$ cat config.mk
export PLATFORM = sky130hd
export DESIGN_NAME = icache_ctrl
export DESIGN_NICKNAME = d
export VERILOG_FILES = /design/src/rtl/icache_pkg.sv /design/src/rtl/icache_array.sv /design/src/rtl/icache_ctrl.sv
export SDC_FILE = /design/constraint.sdc
export NUM_CORES = 2
export LEC_CHECK = 0
export ABC_AREA = 1
export CORE_MARGIN = 2
export CORE_UTILIZATION = 25
export DETAILED_ROUTE_END_ITERATION = 7
export HOLD_SLACK_MARGIN = 0.12
export PLACE_DENSITY = 0.45
export SYNTH_ARGS = -nofsm -noshare
export SYNTH_HDL_FRONTEND = slang
export SYNTH_SLANG_ARGS = --single-unit
$ cat constraint.sdc
create_clock -name clk -period 23.3 [get_ports clk]
set_clock_uncertainty 0.15 [all_clocks]
set_input_delay 2.33 -clock clk [delete_from_list [all_inputs] [get_ports clk]]
set_output_delay 2.33 -clock clk [all_outputs]
set_load 0.01 [all_outputs]
$ cat src/rtl/icache_pkg.sv
// Shared types and widths for the direct-mapped instruction cache controller.
package icache_pkg;

    localparam int CPU_ADDR_W = 12;
    localparam int MEM_ADDR_W = 8;
    localparam int LINE_W     = 128;
    localparam int WORD_W     = 32;

    typedef enum logic [1:0] {
        IDLE    = 2'd0,
        COMPARE = 2'd1,
        REFILL  = 2'd2
    } state_t;

    // A 256-line cache has no tag bits left; keep a 1-bit tag tied to zero.
    function automatic int tag_width(input int idx_w);
        return (idx_w >= MEM_ADDR_W) ? 1 : MEM_ADDR_W - idx_w;
    endfunction

endpackage

$ cat src/rtl/icache_array.sv
// Valid/tag/data storage: one synchronous write port, one combinational read port.
module icache_array
    import icache_pkg::*;
#(
    parameter int NUM_LINES = 16,
    parameter int IDX_W     = $clog2(NUM_LINES),
    parameter int TAG_W     = tag_width(IDX_W)
) (
    input  logic              clk,
    input  logic              reset,
    input  logic              clear_all,
    input  logic              wr_en,
    input  logic [IDX_W-1:0]  wr_idx,
    input  logic [TAG_W-1:0]  wr_tag,
    input  logic [LINE_W-1:0] wr_data,
    input  logic [IDX_W-1:0]  rd_idx,
    output logic              rd_valid,
    output logic [TAG_W-1:0]  rd_tag,
    output logic [LINE_W-1:0] rd_data
);

    logic [NUM_LINES-1:0] valid_q;
    logic [TAG_W-1:0]     tag_mem  [NUM_LINES];
    logic [LINE_W-1:0]    data_mem [NUM_LINES];

    always_ff @(posedge clk) begin
        if (reset || clear_all) begin
            valid_q <= '0;
        end else if (wr_en) begin
            valid_q[wr_idx] <= 1'b1;
        end
    end

    // Tag and data need no reset; the valid bit alone qualifies them.
    always_ff @(posedge clk) begin
        if (wr_en && !reset) begin
            tag_mem[wr_idx]  <= wr_tag;
            data_mem[wr_idx] <= wr_data;
        end
    end

    assign rd_valid = valid_q[rd_idx];
    assign rd_tag   = tag_mem[rd_idx];
    assign rd_data  = data_mem[rd_idx];

endmodule

$ cat src/rtl/icache_ctrl.sv
// Direct-mapped read-only instruction cache: fetch FSM, line refill handshake and perf counters.
module icache_ctrl
    import icache_pkg::*;
#(
    parameter int NUM_LINES = 16
) (
    input  logic                  clk,
    input  logic                  reset,
    input  logic                  cpu_req,
    input  logic [CPU_ADDR_W-1:0] cpu_addr,
    output logic                  cpu_ready,
    output logic [WORD_W-1:0]     cpu_instr,
    output logic                  cpu_valid,
    input  logic                  flush,
    output logic                  mem_req_out,
    output logic [MEM_ADDR_W-1:0] mem_addr_out,
    input  logic [LINE_W-1:0]     mem_data_in,
    input  logic                  mem_done_in,
    output logic [15:0]           hit_count,
    output logic [15:0]           miss_count
);

    localparam int IDX_W = $clog2(NUM_LINES);
    localparam int TAG_W = tag_width(IDX_W);

    state_t                  state_q, state_d;
    logic [CPU_ADDR_W-1:2]   addr_q, addr_d;
    logic                    valid_q, valid_d;
    logic [WORD_W-1:0]       instr_q, instr_d;
    logic                    mem_req_q, mem_req_d;
    logic [MEM_ADDR_W-1:0]   mem_addr_q, mem_addr_d;
    logic                    req_seen_q, req_seen_d;
    logic                    refilled_q, refilled_d;
    logic [15:0]             hit_cnt_q, hit_cnt_d;
    logic [15:0]             miss_cnt_q, miss_cnt_d;

    logic [MEM_ADDR_W-1:0]   line_addr;
    logic [MEM_ADDR_W-1:0]   tag_full;
    logic [IDX_W-1:0]        idx;
    logic [TAG_W-1:0]        tag;
    logic [1:0]              word_sel;
    logic                    arr_valid;
    logic [TAG_W-1:0]        arr_tag;
    logic [LINE_W-1:0]       arr_data;
    logic [WORD_W-1:0]       sel_word;
    logic                    hit;
    logic                    clear_all;
    logic                    wr_en;
    logic                    addr_unused;

    assign addr_unused = ^cpu_addr[1:0];

    assign line_addr = addr_q[CPU_ADDR_W-1:4];
    assign tag_full  = line_addr >> IDX_W;
    assign idx       = line_addr[IDX_W-1:0];
    assign tag       = tag_full[TAG_W-1:0];
    assign word_sel  = addr_q[3:2];
    assign sel_word  = arr_data[word_sel*WORD_W +: WORD_W];
    assign hit       = arr_valid && (arr_tag == tag);

    icache_array #(
        .NUM_LINES (NUM_LINES),
        .IDX_W     (IDX_W),
        .TAG_W     (TAG_W)
    ) u_array (
        .clk       (clk),
        .reset     (reset),
        .clear_all (clear_all),
        .wr_en     (wr_en),
        .wr_idx    (idx),
        .wr_tag    (tag),
        .wr_data   (mem_data_in),
        .rd_idx    (idx),
        .rd_valid  (arr_valid),
        .rd_tag    (arr_tag),
        .rd_data   (arr_data)
    );

    always_comb begin
        state_d    = state_q;
        addr_d     = addr_q;
        valid_d    = 1'b0;
        instr_d    = instr_q;
        mem_req_d  = mem_req_q;
        mem_addr_d = mem_addr_q;
        req_seen_d = req_seen_q;
        refilled_d = refilled_q;
        hit_cnt_d  = hit_cnt_q;
        miss_cnt_d = miss_cnt_q;
        clear_all  = 1'b0;
        wr_en      = 1'b0;

        unique case (state_q)
            IDLE: begin
                if (flush) begin
                    clear_all = 1'b1;
                end else if (cpu_req) begin
                    addr_d  = cpu_addr[CPU_ADDR_W-1:2];
                    state_d = COMPARE;
                end
            end
            COMPARE: begin
                refilled_d = 1'b0;
                if (hit) begin
                    instr_d = sel_word;
                    valid_d = 1'b1;
                    // The hit that completes a refill was already counted as a miss.
                    if (!refilled_q && hit_cnt_q != 16'hFFFF) begin
                        hit_cnt_d = hit_cnt_q + 16'd1;
                    end
                    state_d = IDLE;
                end else begin
                    mem_req_d  = 1'b1;
                    mem_addr_d = line_addr;
                    if (miss_cnt_q != 16'hFFFF) begin
                        miss_cnt_d = miss_cnt_q + 16'd1;
                    end
                    state_d = REFILL;
                end
            end
            REFILL: begin
                if (mem_req_q && !req_seen_q) begin
                    req_seen_d = 1'b1;
                end
                // A done level left over from an earlier refill is ignored until our request has been seen.
                if (req_seen_q && mem_done_in) begin
                    wr_en      = 1'b1;
                    mem_req_d  = 1'b0;
                    req_seen_d = 1'b0;
                    refilled_d = 1'b1;
                    state_d    = COMPARE;
                end
            end
            default: state_d = IDLE;
        endcase
    end

    always_ff @(posedge clk) begin
        if (reset) begin
            state_q    <= IDLE;
            addr_q     <= '0;
            valid_q    <= 1'b0;
            instr_q    <= '0;
            mem_req_q  <= 1'b0;
            mem_addr_q <= '0;
            req_seen_q <= 1'b0;
            refilled_q <= 1'b0;
            hit_cnt_q  <= '0;
            miss_cnt_q <= '0;
        end else begin
            state_q    <= state_d;
            addr_q     <= addr_d;
            valid_q    <= valid_d;
            instr_q    <= instr_d;
            mem_req_q  <= mem_req_d;
            mem_addr_q <= mem_addr_d;
            req_seen_q <= req_seen_d;
            refilled_q <= refilled_d;
            hit_cnt_q  <= hit_cnt_d;
            miss_cnt_q <= miss_cnt_d;
        end
    end

    assign cpu_ready    = (state_q == IDLE);
    assign cpu_valid    = valid_q;
    assign cpu_instr    = instr_q;
    assign mem_req_out  = mem_req_q;
    assign mem_addr_out = mem_addr_q;
    assign hit_count    = hit_cnt_q;
    assign miss_count   = miss_cnt_q;

endmodule

Yosys cells after proc, flatten, opt, wreduce, memory -nomap -nowiden:

Memories as Yosys holds them, arrays and structs flattened. A register that Yosys moved wholly into a read port is not among the register bits.
Index checks and enable logic that the tools add are counted.
W data, S select, Z words.

* $add $sub $neg: 2
* $lt $le $gt $ge: 2
* equal/unequal tests: 9
* shift operators: 1
* mux-type cells: 27
* bitwise gates (word level): 4
* reduce and logical (&&, ||, !) cells: 23

Operators by type and width (number)
* $shiftx A128 B8 Y32: 1
* $add A16 B1 Y16 const B: 2
* $ne A16 B16 Y1 const B: 2
* $mux W4: 4
* $or A16 B16 Y16: 1
* $reduce_and A3 Y1: 5
* $mux W1: 14
* $mux W2: 4
* $ne A2 B2 Y1 const B: 4
* $reduce_and A2 Y1: 4
* $logic_and A1 B1 Y1: 6
* $pmux W2 S3: 1
* $lt A4 B5 Y1 const B: 1
* $bmux W1 S4: 1
* $demux W1 S4: 1
* $eq A4 B4 Y1: 1
* $ge A4 B1 Y1 const B: 1
* $pmux W1 S2: 2
* $reduce_bool A2 Y1: 2
* $logic_not A1 Y1: 3
* $not A1 Y1: 3
* $eq A2 B1 Y1 const B: 1
* $eq A2 B2 Y1 const B: 1
* $logic_not A2 Y1: 1
* 2 further kinds: 2

* bits in registers: 104
* RAM bits: 2112
* input port bits: 145
* output and inout port bits: 75
* logic and storage cells: 81
* memories kept: 2

Memories
* u_array.data_mem: depth 16, bits a word 128, rd ports 1, clocked after Yosys merged registers in 1, write ports 1, line icache_array.sv:24 `logic [LINE_W-1:0] data_mem [NUM_LINES];`
* u_array.tag_mem: depth 16, bits a word 4, rd ports 1, clocked after Yosys merged registers in 1, write ports 1, line icache_array.sv:23 `logic [TAG_W-1:0] tag_mem [NUM_LINES];`

Longest topological paths before layout:

* depth in word-level cells: 6
* depth in mapped cells: 16
* mapped depth without buffers: 15

Modules after synthesis:

A second synthesis with hierarchy kept.

* cell total of the unflattened synthesis: 8733
* area, all modules: 93026.7 µm²

Modules (own cells, without submodules)
* icache_array: times used 1, cells each 7956, area each 88094.5 µm², seq. area each 63741.1 µm²
* icache_ctrl: times used 1, cells each 777, area each 4932.2 µm², seq. area each 1761.7 µm²

Worst setup path before layout:

OpenSTA, ideal clock, no wires.

* path type: in2reg
* start point: input mem_done_in
* end point: memory u_array.data_mem[10][0], enable pin
* library setup time: 0.625 ns
* arrival: 8.511 ns
* data required time: 22.525 ns
* path slack: 14.014 ns
* cell stages on the path: 6
* buffers on the path: 0
* path through: nand2_1 -> nor3_1 -> inv_1 -> nor3_1 -> nand2_1 -> nor2_1

* longest elaborated chain between the ends: 6

Ends and longest elaborated chain
* from (decl): line icache_ctrl.sv:18 `input logic mem_done_in,`
* $logic_and A1 B1 Y1: line icache_ctrl.sv:126 `if (req_seen_q && mem_done_in) begin`
* $mux W1: line icache_ctrl.sv:126
* $mux W1: line icache_ctrl.sv:93 `unique case (state_q)`
* $logic_and A1 B1 Y1: line icache_array.sv:36 `if (wr_en && !reset) begin`
* $mux W1: line icache_array.sv:36
* $mux W1 (implied by the code): line icache_array.sv:38 `data_mem[wr_idx] <= wr_data;`
* to (decl): line icache_array.sv:24

No other way between the ends.

Worst setup path after layout:

* start point: input mem_done_in
* end point: memory u_array.data_mem[11][61], enable pin

The elaborated chain is that of the path after synthesis.

==> run summary <==
Seq/Total Area, Yosys = 0.752
Routed WL = 279,000 um
syn_area_per_cell = 12.8 sq um
Total GRT Usage = 0.152
status = complete, no violations
Worst-Margin Slew = 1.15 ns
share of cells above drive strength 1 = 0.0670
Reg clk slew, reported paths = 0.06 ns
Synth-to-Final Area Change = 16.3%
Ports = 220
initial antenna violation count = 77
final net count = 7,021
worst vdd ir = 59.5 uV
Final setup violation count = 0
Setup Fix Bufs, Post-CTS = 0
leakage power total = 0.0318 uW
first-pass GRT wire length = 398,000 um
DP Cell Count = 11.2k
worst path cell trace = clkdlybuf4s50_1 > nand2_1 > nor3_1 > inv_1 > nor3_1 > nand2_1 > nor2_4 > buf_4 > buf_4
Setup TNS = 0 ns
post_cts resized = 0
clock sink total = 2,220
clock tree buffer depth = 4
CP endpoint kind = flip-flop
full die area = 354,000 sq um
total grt overflow = 0
CTS H-Tree Depth = 4
filler instances = 34.9k
Worst EP required = 23.62 ns
crit-path max FO = 45
Via density = 4.85
Critical Path Sink = u_array.data_mem[11][61]
Final Cycle Share = 0.261
clk_lat worst skew = 0.88 ns
DR vias = 56.6k
Placer Congestion = 0.747
fin crit period = 6.09 ns
clock root buffer = clkbuf_16
Worst R2R End = cpu_instr[4]
worst hold slack = 0.302 ns
R2R depth = 12
number of global-route vias before repair = 54.7k
CTS buffer count = 233
drt wl/cell = 24.0 um
DPL Wire Length = 142,000 um
Mapped Area = 87,200 sq um
crit path from = mem_done_in
commonest non-fill, non-tap cell in the layout = edfxtp_1
Sequential Area = 65,600 sq um
synth warn = 0
drt initial violations = 5,260
slowest CP cell = buf_4
arrival time at the worst endpoint = 6.42 ns
TritonCTS clock tree = done
largest net degree at the start of global routing = 190
Max Slew Vio Count = 0
multi-input logic area = 19,400 sq um
Pre-antenna DRT Iters = 6
cell count after synthesis = 6,806
critical path type = in -> reg
slew margin rel. = 0.232
Max Cap Viol = 0
port bufs = 217
# DRC = 0
antenna viol nets, final = 0
post-synthesis net count = 6,953
Layout Cells excl Fill = 11.7k
Final Hold Fails = 0
Starting Density = 0.252
P per Cell Area = 84.4 nW/um^2
most frequent cells in the layout = edfxtp_1, nor2_1, o21ai_0
Placeable Area = 347,000 sq um
hold buffers post-CTS = 0
Synth cell types = 38
RSZ-0062 raised after global routing = no
Site Rows = 216
DIE WIDTH = 595 um
floorplan die height = 595 um
synthesized flop and latch total = 2,220
Worst R2R Setup Slack = 17.78 ns
Max stage delay on crit path = 0.90 ns
crit start category = primary input
fmax = 164 MHz
worst min-delay path category = reg -> reg
## through the flow
stage	utilization	instance area (sq um)	power (uW)	worst slack (ns)
floorplan	-	87200	4790	14.01
global placement	0.272	94200	5050	16.20
detailed placement	0.272	94200	5060	16.27
CTS	0.292	101000	8660	17.14
global route	0.292	101000	8860	16.99
finish	0.293	101000	8560	17.21
## sequential cells by signal, indices dropped and copies added (netlist names), 2 cells and up, named ones only
| register | cells |
|---|---|
| u_array.tag_mem | 64 |
| mem_addr_out | 8 |
| u_array.valid_q | 16 |
| addr_q | 10 |
| hit_count | 16 |
| state_q | 2 |
| cpu_instr | 32 |
| u_array.data_mem | 2048 |
| miss_count | 16 |
## how the worst min path moves through the flow
stage | start | endpoint | depth (start not counted)
2_1_floorplan | u_array.valid_q[4] | u_array.valid_q[4] | 2
6_report | u_array.valid_q[13] | u_array.valid_q[13] | 2
3_3_place_gp | u_array.valid_q[1] | u_array.valid_q[1] | 2
5_1_grt | u_array.valid_q[11] | u_array.valid_q[11] | 2
4_1_cts | u_array.valid_q[13] | u_array.valid_q[13] | 2
3_5_place_dp | u_array.valid_q[13] | u_array.valid_q[13] | 2
## worst max-delay path, delay by kind of cell
kind | cells | cell delay (ns)
buffers and inverters | 4 | 2.36
and+or+nand+nor | 5 | 1.64
## Yosys cell counts
cell,n,share of area
o21ai_1,8,0.00046
nand4_1,37,0.0027
nand2_1,541,0.023
dfxtp_1,108,0.025
o211ai_1,87,0.0075
inv_2,2,0.000086
inv_1,61,0.0026
buf_2,113,0.0065
buf_1,27,0.0012
or2_1,10,0.00072
o21a_1,1,0.000086
clkinv_1,3,0.00013
or2_2,10,0.00072
buf_6,7,0.00090
ha_1,2,0.00029
nor3_1,9,0.00052
buf_4,13,0.0011
edfxtp_1,2112,0.73
nand3_4,1,0.00020
o221ai_1,59,0.0059
nor2_2,2,0.00014
nor3_2,11,0.0013
a41oi_1,1,0.00010
clkbuf_1,332,0.014
nand3_2,3,0.00034
nor2_8,1,0.00023
nand2_4,1,0.00013
nor4_1,1,0.000072
a21oi_1,100,0.0057
nor2_4,1,0.00013
o21ai_0,1152,0.066
nand3_1,305,0.018
nand3b_1,2,0.00017
xnor2_1,17,0.0017
nor2_1,1206,0.052
nand2_2,1,0.000072
xor2_1,11,0.0011
o22ai_1,448,0.032
## report_power, final
part           switching (uW)  internal [uW]  total, uW
logic                     429            156        586
clock network            1540           2050       3590
registers                16.7           4370       4380
## per-layer routing
| metal | global-route usage | wire length, um | vias up |
|---|---|---|---|
| met5 | 0 | 132 | - |
| met4 | 0.0335 | 5150 | 22 |
| met3 | 0.0222 | 15200 | 433 |
| met2 | 0.255 | 133000 | 1660 |
| met1 | 0.208 | 126000 | 29100 |
| li1 | - | - | 25400 |
## area by class of cell
class / count / area share
Sequential cell: 2220 / 0.647
Tap cell: 4578 / 0.0565
Multi-Input combinational cell: 4028 / 0.191
Clock inverter: 122 / 0.0106
Inverter: 66 / 0.00278
Timing Repair Buffer: 325 / 0.0310
Clock buffer: 301 / 0.0607
Antenna cell: 15 / 0.000370
## cells by family after synthesis
group	share of synthesized area
xor+xnor	0.00281
fa+ha+maj	0.000287
flops	0.752
buf+inv	0.0268
simple gates	0.100
compound gates	0.118
Note: power is estimated with default switching activity, not from simulation.
